--- src/rtl/matrix_dma_loader.sv ---
// matrix_dma_loader
//   Bus-master engine for the memory-mapped matrix accelerator at ACCEL_BASE.
//   On a start pulse it unpacks 8-bit A and B matrices from system memory into
//   the accelerator's one-element-per-word window. It then resets and starts
//   the accelerator and polls STATUS until the done bit is set. Finally it
//   copies the 32-bit C matrix back to system memory.
//
//   Optional build macro: MATRIX_DMA_TIMEOUT_EN
//     When defined, polling gives up after POLL_TIMEOUT status reads. err is
//     then set and the C copy is skipped.
//
// Ports:
//   clk, rst_n           clock, synchronous active-low reset
//   cfg_start            single-cycle start request (honoured only when idle)
//   cfg_src_a/src_b      byte addresses of packed A / B (4 elements per word)
//   cfg_dst_c            byte address for C (one word per element)
//   busy, done, err      status: busy while running, done pulse, sticky error
//   m_valid/m_ready      master request / slave completion handshake
//   m_addr/m_wdata       transaction address / write data
//   m_wstrb              byte strobes, 0 means read
//   m_rdata              read data, captured on the completing edge
module matrix_dma_loader #(
    parameter int unsigned M            = 4,
    parameter int unsigned N            = 4,
    parameter int unsigned P            = 4,
    parameter logic [31:0] ACCEL_BASE   = 32'h1000_0000,
    parameter int unsigned POLL_TIMEOUT = 1024
) (
    input  logic        clk,
    input  logic        rst_n,
    input  logic        cfg_start,
    input  logic [31:0] cfg_src_a,
    input  logic [31:0] cfg_src_b,
    input  logic [31:0] cfg_dst_c,
    output logic        busy,
    output logic        done,
    output logic        err,
    output logic        m_valid,
    input  logic        m_ready,
    output logic [31:0] m_addr,
    output logic [31:0] m_wdata,
    output logic [3:0]  m_wstrb,
    input  logic [31:0] m_rdata
);
    localparam int unsigned NA    = M * N;
    localparam int unsigned NB    = N * P;
    localparam int unsigned NC    = M * P;
    localparam int unsigned MAXAB = (NA > NB) ? NA : NB;
    localparam int unsigned MAXE  = (MAXAB > NC) ? MAXAB : NC;
    localparam int unsigned CW    = $clog2(MAXE + 1);

    typedef enum logic [2:0] {
        S_IDLE, S_LOAD_A, S_LOAD_B, S_CTRL, S_POLL, S_STORE_C, S_FIN
    } state_t;

    state_t        r_state;
    logic          r_rd_phase;  // next transaction of an element loop is its read
    logic [CW-1:0] r_cnt;
    logic [31:0]   r_src_a, r_src_b, r_dst_c, r_word;
    logic          r_busy, r_done, r_err, r_m_valid;
    logic [31:0]   r_m_addr, r_m_wdata;
    logic [3:0]    r_m_wstrb;
`ifdef MATRIX_DMA_TIMEOUT_EN
    localparam int unsigned PW = $clog2(POLL_TIMEOUT + 1);
    logic [PW-1:0] r_poll;
`endif

    logic [31:0] w_k, w_k_next, w_k4, w_last, w_addr, w_wdata;
    logic [3:0]  w_wstrb;
    logic [7:0]  w_byte;
    logic        w_misaligned, w_loop_end, w_word_end;

    always_comb begin
        w_k          = 32'(r_cnt);
        w_k_next     = w_k + 32'd1;
        w_k4         = w_k << 2;
        w_byte       = r_word[{w_k[1:0], 3'b000} +: 8];
        w_misaligned = |{cfg_src_a[1:0], cfg_src_b[1:0], cfg_dst_c[1:0]};
        w_last       = '0;
        w_addr       = '0;
        w_wdata      = '0;
        w_wstrb      = '0;
        case (r_state)
            // In the read phase k is a multiple of 4, so src + k is src + 4w.
            S_LOAD_A: begin
                w_last = 32'(NA);
                if (r_rd_phase) begin
                    w_addr = r_src_a + w_k;
                end else begin
                    w_addr  = ACCEL_BASE + w_k4;
                    w_wdata = {24'h0, w_byte};
                    w_wstrb = 4'b0001;
                end
            end
            S_LOAD_B: begin
                w_last = 32'(NB);
                if (r_rd_phase) begin
                    w_addr = r_src_b + w_k;
                end else begin
                    w_addr  = ACCEL_BASE + 32'h40 + w_k4;
                    w_wdata = {24'h0, w_byte};
                    w_wstrb = 4'b0001;
                end
            end
            S_CTRL: begin
                w_addr  = ACCEL_BASE + 32'h100;
                w_wstrb = 4'hF;
                case (w_k[1:0])
                    2'd0:    w_wdata = 32'h2;
                    2'd1:    w_wdata = 32'h0;
                    default: w_wdata = 32'h1;
                endcase
            end
            S_POLL: w_addr = ACCEL_BASE + 32'h104;
            S_STORE_C: begin
                w_last = 32'(NC);
                if (r_rd_phase) begin
                    w_addr = ACCEL_BASE + 32'h80 + w_k4;
                end else begin
                    w_addr  = r_dst_c + w_k4;
                    w_wdata = r_word;
                    w_wstrb = 4'hF;
                end
            end
            default: ;
        endcase
        w_loop_end = (w_k_next == w_last);
        w_word_end = (w_k_next[1:0] == 2'b00);
    end

    always_ff @(posedge clk) begin
        if (!rst_n) begin
            r_state    <= S_IDLE;
            r_rd_phase <= 1'b1;
            r_cnt      <= '0;
            r_src_a    <= '0;
            r_src_b    <= '0;
            r_dst_c    <= '0;
            r_word     <= '0;
            r_busy     <= 1'b0;
            r_done     <= 1'b0;
            r_err      <= 1'b0;
            r_m_valid  <= 1'b0;
            r_m_addr   <= '0;
            r_m_wdata  <= '0;
            r_m_wstrb  <= '0;
`ifdef MATRIX_DMA_TIMEOUT_EN
            r_poll     <= '0;
`endif
        end else begin
            r_done <= 1'b0;
            case (r_state)
                S_IDLE: begin
                    if (cfg_start) begin
                        r_src_a    <= cfg_src_a;
                        r_src_b    <= cfg_src_b;
                        r_dst_c    <= cfg_dst_c;
                        r_err      <= w_misaligned;
                        r_busy     <= 1'b1;
                        r_cnt      <= '0;
                        r_rd_phase <= 1'b1;
                        r_state    <= w_misaligned ? S_FIN : S_LOAD_A;
                    end
                end
                S_FIN: begin
                    r_done  <= 1'b1;
                    r_busy  <= 1'b0;
                    r_state <= S_IDLE;
                end
                default: begin
                    // Issue only from an idle bus cycle: this enforces the
                    // single low cycle of m_valid between transactions.
                    if (!r_m_valid) begin
                        r_m_valid <= 1'b1;
                        r_m_addr  <= w_addr;
                        r_m_wdata <= w_wdata;
                        r_m_wstrb <= w_wstrb;
                    end else if (m_ready) begin
                        r_m_valid <= 1'b0;
                        case (r_state)
                            S_LOAD_A, S_LOAD_B, S_STORE_C: begin
                                if (r_rd_phase) begin
                                    r_word     <= m_rdata;
                                    r_rd_phase <= 1'b0;
                                end else if (w_loop_end) begin
                                    r_cnt      <= '0;
                                    r_rd_phase <= 1'b1;
                                    case (r_state)
                                        S_LOAD_A: r_state <= S_LOAD_B;
                                        S_LOAD_B: r_state <= S_CTRL;
                                        default:  r_state <= S_FIN;
                                    endcase
                                end else begin
                                    r_cnt <= r_cnt + CW'(1);
                                    // STORE_C reads every element; loads read per word.
                                    r_rd_phase <= (r_state == S_STORE_C) ? 1'b1 : w_word_end;
                                end
                            end
                            S_CTRL: begin
                                if (w_k == 32'd2) begin
                                    r_cnt   <= '0;
                                    r_state <= S_POLL;
`ifdef MATRIX_DMA_TIMEOUT_EN
                                    r_poll  <= '0;
`endif
                                end else begin
                                    r_cnt <= r_cnt + CW'(1);
                                end
                            end
                            S_POLL: begin
                                if (m_rdata[1]) begin
                                    r_cnt      <= '0;
                                    r_rd_phase <= 1'b1;
                                    r_state    <= S_STORE_C;
                                end
`ifdef MATRIX_DMA_TIMEOUT_EN
                                else if (32'(r_poll) == POLL_TIMEOUT - 1) begin
                                    r_err   <= 1'b1;
                                    r_state <= S_FIN;
                                end else begin
                                    r_poll <= r_poll + PW'(1);
                                end
`endif
                            end
                            default: ;
                        endcase
                    end
                end
            endcase
        end
    end

    assign busy    = r_busy;
    assign done    = r_done;
    assign err     = r_err;
    assign m_valid = r_m_valid;
    assign m_addr  = r_m_addr;
    assign m_wdata = r_m_wdata;
    assign m_wstrb = r_m_wstrb;

endmodule

--- config.mk ---
export PLATFORM = sky130hd
export DESIGN_NAME = matrix_dma_loader
export DESIGN_NICKNAME = d
export VERILOG_FILES = /design/src/rtl/matrix_dma_loader.sv
export SDC_FILE = /design/constraint.sdc
export NUM_CORES = 1
export LEC_CHECK = 0
export CORE_ASPECT_RATIO = 1.2
export CORE_MARGIN = 3
export CORE_UTILIZATION = 45
export CTS_CLUSTER_DIAMETER = 30
export DETAILED_ROUTE_END_ITERATION = 6
export PLACE_DENSITY_LB_ADDON = 0.3
export SLEW_MARGIN = 5
export SYNTH_ARGS = -nofsm -noshare
export SYNTH_HDL_FRONTEND = slang
export SYNTH_SLANG_ARGS = --single-unit
--- constraint.sdc ---
create_clock -name clk -period 3.1 [get_ports clk]
set_input_delay 0.31 -clock clk [delete_from_list [all_inputs] [get_ports clk]]
set_output_delay 0.31 -clock clk [all_outputs]
set_load 0.02 [all_outputs]
=== Yosys cells after proc, flatten, opt, wreduce, memory -nomap -nowiden ===
Cells that the tools add are included.

* Add/subtract/negate cells: 8
* Shift operators: 1
* Bitwise logic cells: 3
* Muxes and demuxes: 45
* Equal/unequal tests: 16
* Reduce and logical (&&, ||, !) cells: 22

{| class="wikitable"
|+ Operators with widths
! cell !! number
|-
| one-hot mux 32 bit (5 select lines) || 1
|-
| 2-to-1 mux 32 bit || 4
|-
| one-hot mux 32 bit (3 select lines) || 1
|-
| adder 29 x 7 -> 30 bit, first input constant || 3
|-
| adder 32 x 5 -> 32 bit || 2
|-
| 2-to-1 mux 5 bit || 8
|-
| adder 32 x 7 -> 32 bit || 1
|-
| equality test 6 x 32 -> 1 bit || 1
|-
| variable part select 32 x 6 -> 8 bit || 1
|-
| 2-to-1 mux 3 bit || 8
|-
| one-hot mux 5 bit (3 select lines) || 1
|-
| one-hot mux 3 bit (2 select lines) || 2
|-
| one-hot mux 4 bit (3 select lines) || 1
|-
| 2-to-1 mux 1 bit || 11
|-
| one-hot mux 5 bit (2 select lines) || 1
|-
| equality test 3 bit, second input constant || 3
|-
| one-hot mux 3 bit (3 select lines) || 1
|-
| nonzero test 3 bit || 3
|-
| 2-to-1 mux 8 bit || 1
|-
| inequality test 4 x 2 -> 1 bit, second input constant || 2
|-
| AND reduction 8 bit || 1
|-
| AND reduction 7 bit || 1
|-
| adder 5 x 1 -> 6 bit, second input constant || 1
|-
| equality test 3 x 2 -> 1 bit, second input constant || 2
|-
| other kinds (23) || 34
|}

* Output and inout bits: 72
* Flip-flop bits (word level): 209

=== Longest topological paths before layout ===
Gate-level depths: netlist (run 1).

* Depth in word-level cells: 10
* Mapped depth: 11
* Gate-level depth less buffers: 9

=== Worst setup path before layout (run 1) ===
Ideal clock, no wire load.

* Path type: register to register
* From: reg r_cnt[1]
* To: reg r_m_addr[28] (netlist: m_addr[28])
* Cell stages (with the launch flop): 10
* Path slack: -68 ps
* Path buffers: 1
* Arrival: 3034 ps
* Data required time: 2966 ps
* Period minus slack after synthesis: 3168 ps
* Library setup time: 134 ps
* Cells stage by stage: dfxtp_1 > clkbuf_1 > inv_1 > fa_1 > nor2b_1 > o31ai_1 > a2111oi_1 > xnor2_1 > a221oi_1 > or4_1

* Word-level cells in the longest chain between the ends: 3
* Elaborated cells between the ends (all ways): 10
* Those cells by class: 6 x add/sub; 4 x mux

{| class="wikitable"
|+ Ends and longest elaborated chain
! element !! RTL line !! RTL
|-
| start, declared || 58 || <nowiki>logic [CW-1:0] r_cnt;</nowiki>
|-
| start signal, assigned || 194 || <nowiki>r_cnt <= r_cnt + CW'(1);</nowiki>
|-
| start signal, assigned || 207 || <nowiki>r_cnt <= r_cnt + CW'(1);</nowiki>
|-
| adder 32 x 7 -> 32 bit (tied with other cells) || 120 || <nowiki>w_addr = r_dst_c + w_k4;</nowiki>
|-
| 2-to-1 mux 32 bit (on tied branches) || 117, 87, 97 ||
|-
| one-hot mux 32 bit (5 select lines) * || 83 || <nowiki>case (r_state)</nowiki>
|-
| end signal, assigned || 175 || <nowiki>r_m_addr <= w_addr;</nowiki>
|-
| end, declared || 61 || <nowiki>logic [31:0] r_m_addr, r_m_wdata;</nowiki>
|}

Every way passes the cells marked *; elsewhere a longest branch is shown, timed or not.
A chain may end at the register's enable or synchronous reset.

=== Final worst setup path (run 1) ===
* From: reg r_cnt[0]
* To: reg r_m_addr[28] (netlist: m_addr[28])

The elaborated chain is that of the path after synthesis.

==> impl_metrics.tcl, run 1 <==
set metrics [dict create \
    syn-cell-area_sq_mm 0.0108 \
    pin_count 204 \
    setup_viol 0 \
    diodes 0 \
    seq_power_share_pct 33.6 \
    slowest_stage "or4_1" \
    gp_congestion 0.949 \
    stdcell_count 1895 \
    p_int_mw 6.60 \
    cts-root-buf "clkbuf_16" \
    viasPerCell 5.83 \
    switching_power_mw 3.78 \
    hold_path.class "primary input to register" \
    syn2layout_area_growth_pct 34.3 \
    synth.largest_area_cell "dfxtp_1" \
    synth_xor_area_share_pct 6.10 \
    synth_edf_count 0 \
    ys_seq_area_share_pct 38.5 \
    arrival_ns 3.20 \
    grt_max_degree 99 \
    yosys.cell_count.top_type "nand2_1" \
    grt_first_pass_wirelength_um 55600 \
    tns_ns 0 \
    pwr-share-clk_pct 38.5 \
    crit_buf_inv 1 \
    cts_tree "built" \
    finalCritPeriodShare_pct 90.6 \
    r2r_cells 9 \
    hold_viol 0 \
    first_global_vias 10522 \
    synth_top_family_by_area "compound AO/OA/AOI/OAI gates" \
    wl_per_cell_um 19.0 \
    p_leak_nw 5.09 \
    drc 0 \
    postRouteAntennaNets 0 \
    die_h_um 175 \
    ys_types 74 \
    min_to "r_src_a[11]" \
    synth_cells 1369 \
    vdd_drop_max_mv 0.446 \
    synth.ff_latch_count 207 \
    synth_common_cells "nand2_1 (318), dfxtp_1 (207), a21oi_1 (175)" \
    crit_path_end_kind "register" \
    synth-simple-area-share_pct 22.6 \
    routed_wl_um 35900 \
    die_w_um 147 \
    drt_pass1_iterations 6 \
    fin_worst_skew_ns 0.0240 \
    powerDensity_mw_per_mm2 718 \
    combPwrFrac_pct 27.8 \
    cts_setup_buffers 0 \
    place_area_sq_mm 0.0132 \
    dieArea_sq_mm 0.0258 \
    crit_family "simple AND/OR/NAND/NOR gates" \
    synthArstFlopShare_pct 0 \
    core_region_area_sq_mm 0.0234 \
    cp.required_ns 3.49 \
    groute.usage.overall_pct 26.6 \
    crit_chain "ha_1, inv_1, fa_1, nor2b_1, o31ai_1, a2111oi_1, xnor2_1, a221oi_1, or4_1" \
    cts.repair.resized 0 \
    drt-initial-drc-count 862 \
    vias 11054 \
    maxSlewHeadroom_pct 40.4 \
    synthesis.nets 1523 \
    reg2reg_setup_slack_ns 0.29 \
    fp-row-count 61 \
    insertion_delay_ns 0.52 \
    antenna_found_initial 0 \
    sw_frac_of_total_pct 36.4 \
    reg2reg_from "r_cnt[0]" \
    grt-ovfl-total 0 \
    ys_top_cells_by_area "dfxtp_1 (38%), nand2_1 (11%), a21oi_1 (8.1%), a22oi_1 (3.6%), xnor2_1 (3.3%)" \
    final_nets 1706 \
    hold_depth 3 \
    fin_crit_ns 2.81 \
    synth-adder-area-share_pct 2.77 \
    drive_above_1_share_pct 8.67 \
    cts_max_level 2 \
    clock-sinks 207 \
    critPathMaxStageDelay_ns 0.53 \
    numCtsBuffers 36 \
    clk_pin_slew_ns 0.05 \
    cp-start-kind "register" \
    synth_ff_type "dfxtp_1" \
    r2r_end "m_addr[28]" \
    worstHoldStart "cfg_src_a[11]" \
    yosysWarningCount 0 \
    final.fill_count 2126 \
    path_class "register to register" \
    placed_cells 1829 \
    final_cell_area_sq_mm 0.0145 \
    fmax_mhz 356 \
    hpwl_um 26300 \
    rsz0062_at_grt "false" \
    outcome "finished clean" \
    p_total_mw 10.4 \
    cts_buffer_depth 3 \
    tightest_slew_ns 0.887 \
    cap_violations 0 \
    start_util_pct 46.1 \
    synth_compound_area_share_pct 23.3 \
    crit_fanout 3 \
    slew_violations 0 \
    cts_hold_buf 0 \
    portBuffers 203 \
    avgSynthCellArea_sq_um 7.86 \
    synthMuxAreaShare_pct 2.23 \
    synth_top_area_share_pct 38.5 \
]
## metal layers
metal	wire length, um	part of all wire, %	track usage [%]
met5	0	0	0
met4	1910	5.3	13.6
met2	17200	48	45.5
met1	14100	39	31.7
met3	2740	7.6	5.11
## worst max-delay path by stage
stage                     startpoint  slack [ns]  cells after the start    endpoint
after floorplan             r_cnt[1]        0.06                      9  m_addr[28]
after global placement      r_cnt[0]        0.37                      9  m_addr[28]
after detailed placement    r_cnt[0]        0.32                      9  m_addr[28]
after CTS                   r_cnt[0]        0.30                      9  m_addr[28]
after global routing        r_cnt[0]        0.15                      9  m_addr[28]
final                       r_cnt[0]        0.29                      9  m_addr[28]
## stage by stage
stage / setup WS (ns) / hold slack [ns] / utilization, %
5_1_grt: 0.148 / 0.339 / 61.9
2_1_floorplan: 0.0650 / 0.436 / -
3_3_place_gp: 0.370 / 0.440 / 56.6
4_1_cts: 0.299 / 0.330 / 61.9
3_5_place_dp: 0.321 / 0.448 / 56.6
6_report: 0.293 / 0.343 / 61.9
## final cells by class
class                   instances  area [sq um]  share of cell area [%]
inverters                      22          85.1                   0.588
clock buffers                  39           942                    6.52
repair buffers                246          2430                    16.8
well taps                     315           394                    2.73
flip-flops and latches        207          4140                    28.7
multi-input cells            1039          6160                    42.6
clock inverters                27           300                    2.08
## cell families after synthesis
logic type	after synthesis
adders and majority gates	22
and+or+nand+nor	541
xor gates and xnor gates	75
DFF	207
buffers and inverters	123
AOI/OAI and AO/OA	387
muxes	14
## flip-flops by register name, summed over array words and instances (netlist names)
name and cells:
busy 1, done 1, err 1, m_addr 32, m_valid 1, m_wdata 32, m_wstrb 2, r_cnt 5
r_dst_c 32, r_rd_phase 1, r_src_a 32, r_src_b 32, r_state 3, r_word 32
## power groups by stage
stage,Clock (mW),Sequential (mW),Combinational [mW]
finish,4.00,3.49,2.89
global route,4.18,3.54,3.15
CTS,4.05,3.48,2.87
detailed placement,0,3.53,2.85
global placement,0,3.52,2.83
floorplan,0,3.37,1.88
## cell usage in the layout (no fill, tap or decap), types with 5 or more instances in the layout
cell	Yosys	routed
inv_1	20	19
and2_1	6	6
mux4_2	8	8
nor3_1	23	22
inv_6	0	8
a222oi_1	8	8
xor2_1	34	34
a211oi_1	21	21
xnor2_1	41	41
nand3_1	30	30
o21a_1	6	6
nor2_1	74	72
dfxtp_1	207	207
clkinv_2	0	6
clkinvlp_4	0	5
a21o_1	8	8
and4_1	14	14
nor4_1	6	6
nor2b_1	10	10
and3_1	12	12
mux2i_1	6	6
o21ai_1	15	14
buf_4	2	37
buf_12	0	6
o211ai_1	20	20
a21oi_1	175	175
clkdlybuf4s50_1	0	203
a22oi_1	51	51
clkbuf_16	0	36
a31oi_1	5	5
nand4_1	19	19
o221ai_1	5	5
nand2_1	318	318
o21ai_0	14	14
o2111ai_1	9	9
ha_1	19	19
## worst register-to-register path, stage by stage (launching register included)
cell,delay [ns]
dfxtp_1,0.35
ha_1,0.19
inv_1,0.06
fa_1,0.40
nor2b_1,0.21
o31ai_1,0.12
a2111oi_1,0.47
xnor2_1,0.23
a221oi_1,0.12
or4_1,0.53
Power figures use the tool's default switching activity.
==> run 2: changes to the inputs <==
GPL_TIMING_DRIVEN = 1   (was not set)
==> results of run 2 <==
The final DEF is identical to that of run 1; final timing and power are the same.
==> run 3: changes to the inputs <==
PLACE_DENSITY = 0.73   (was not set)
PLACE_DENSITY_LB_ADDON = not set   (was 0.3)
==> run 3 against run 2 <==
  * Sequential share of layout area about the same
  * Register-to-register slack better by 0.06 ns
  * Utilization about the same
  * Highest routed layer unchanged
==> impl_metrics.tcl, run 3 (synthesized netlist as in run 1, its figures left out) <==
set metrics [dict create \
    outcome "finished clean" \
    p_leak_nw 5.10 \
    maxSlewHeadroom_pct 52.2 \
    hpwl_um 26100 \
    die_h_um 175 \
    clock-sinks 207 \
    final_nets 1705 \
    syn2layout_area_growth_pct 34.4 \
    diodes 0 \
    first_global_vias 10687 \
    grt-ovfl-total 0 \
    path_class "register to register" \
    cts_tree "built" \
    routed_wl_um 36000 \
    hold_path.class "primary input to register" \
    postRouteAntennaNets 0 \
    finalCritPeriodShare_pct 88.6 \
    mostFrequentLayoutCells "nand2_1 (318), dfxtp_1 (207), clkdlybuf4s50_1 (203), a21oi_1 (175), nor2_1 (72)" \
    start_util_pct 46.1 \
    fmax_mhz 364 \
    grt_first_pass_wirelength_um 56800 \
    drt_pass1_iterations 5 \
    crit_path_end_kind "register" \
    arrival_ns 3.15 \
    crit_fanout 3 \
    place_area_sq_mm 0.0132 \
    cp.required_ns 3.50 \
    insertion_delay_ns 0.52 \
    drt-initial-drc-count 894 \
    fin_worst_skew_ns 0.0145 \
    tightest_slew_ns 0.713 \
    setup_viol 0 \
    antenna_found_initial 0 \
    rsz0062_at_grt "false" \
    pre_cts_ws_ns 0.356 \
    tns_ns 0 \
    vdd_drop_max_mv 0.496 \
    cp-start-kind "register" \
    reg2reg_setup_slack_ns 0.35 \
    grt_max_degree 99 \
    cts-root-buf "clkbuf_16" \
    fp-row-count 61 \
    clk_pin_slew_ns 0.06 \
    pin_count 204 \
    cts_max_level 2 \
    final_cell_area_sq_mm 0.0145 \
    portBuffers 203 \
    r2r_cells 9 \
    vias 11004 \
    viasPerCell 5.81 \
    wl_per_cell_um 19.0 \
    reg2reg_from "r_cnt[0]" \
    cts.repair.resized 0 \
    critPathLaunch "r_cnt[0]" \
    dieArea_sq_mm 0.0258 \
    worst_slack_ns 0.353 \
    slew_violations 0 \
    core_region_area_sq_mm 0.0234 \
    cts_hold_buf 0 \
    drc 0 \
    layout_commonest_cell "nand2_1" \
    r2r_end "m_addr[28]" \
    min_to "r_src_a[7]" \
    cap_violations 0 \
    fin_crit_ns 2.75 \
    hold_viol 0 \
    numCtsBuffers 38 \
    holdWs_ns 0.332 \
    cts_buffer_depth 3 \
    die_w_um 147 \
    placed_cells 1826 \
    finalCoreUtilization_pct 61.9 \
    gp_congestion 0.958 \
    worstHoldStart "cfg_src_a[7]" \
    stdcell_count 1893 \
    drive_above_1_share_pct 8.37 \
    cts_setup_buffers 0 \
    groute.usage.overall_pct 27.1 \
    hold_depth 3 \
    p_total_mw 10.4 \
    powerDensity_mw_per_mm2 720 \
]
## run 3: where the power goes
| part | switching (mW) | internal, mW |
|---|---|---|
| Clock | 1.46 | 2.57 |
| Sequential | 0.440 | 3.01 |
| Combinational | 1.85 | 1.09 |
| Total | 3.75 | 6.67 |
## run 3: per-layer routing
metal | vias to the layer above | GRT usage [%] | routed length [um] | part of all wire [%]
met3 | 121 | 5.21 | 2610 | 7.3
met5 | - | 0 | 0 | 0
met4 | 0 | 15.6 | 2190 | 6.1
met1 | 5097 | 31.9 | 13800 | 38
li1 | 5255 | - | - | -
met2 | 531 | 45.9 | 17400 | 48
## run 3: layout make-up
class | count | area (sq um)
timing repair buffer | 243 | 2410
clock buffer | 46 | 1030
sequential | 207 | 4140
tap | 315 | 394
fill | 2078 | 8890
clock inverter | 21 | 236
inverter | 22 | 85.1
multi-input combinational | 1039 | 6160
## run 3: how the worst max path moves through the flow
stage,end,slack (ns),cells past startpoint
global placement,m_addr[28],0.44,9
detailed placement,m_addr[28],0.36,9
floorplan,m_addr[28],0.06,9
CTS,m_addr[28],0.35,9
finish,m_addr[28],0.35,9
global route,m_addr[28],0.15,9
## run 3: worst max-delay path, stage by stage (launching register included)
cell	delay (ns)
dfxtp_1	0.35
ha_1	0.18
inv_1	0.06
fa_1	0.41
nor2b_1	0.21
o31ai_1	0.12
a2111oi_1	0.48
xnor2_1	0.20
a221oi_1	0.11
or4_1	0.53
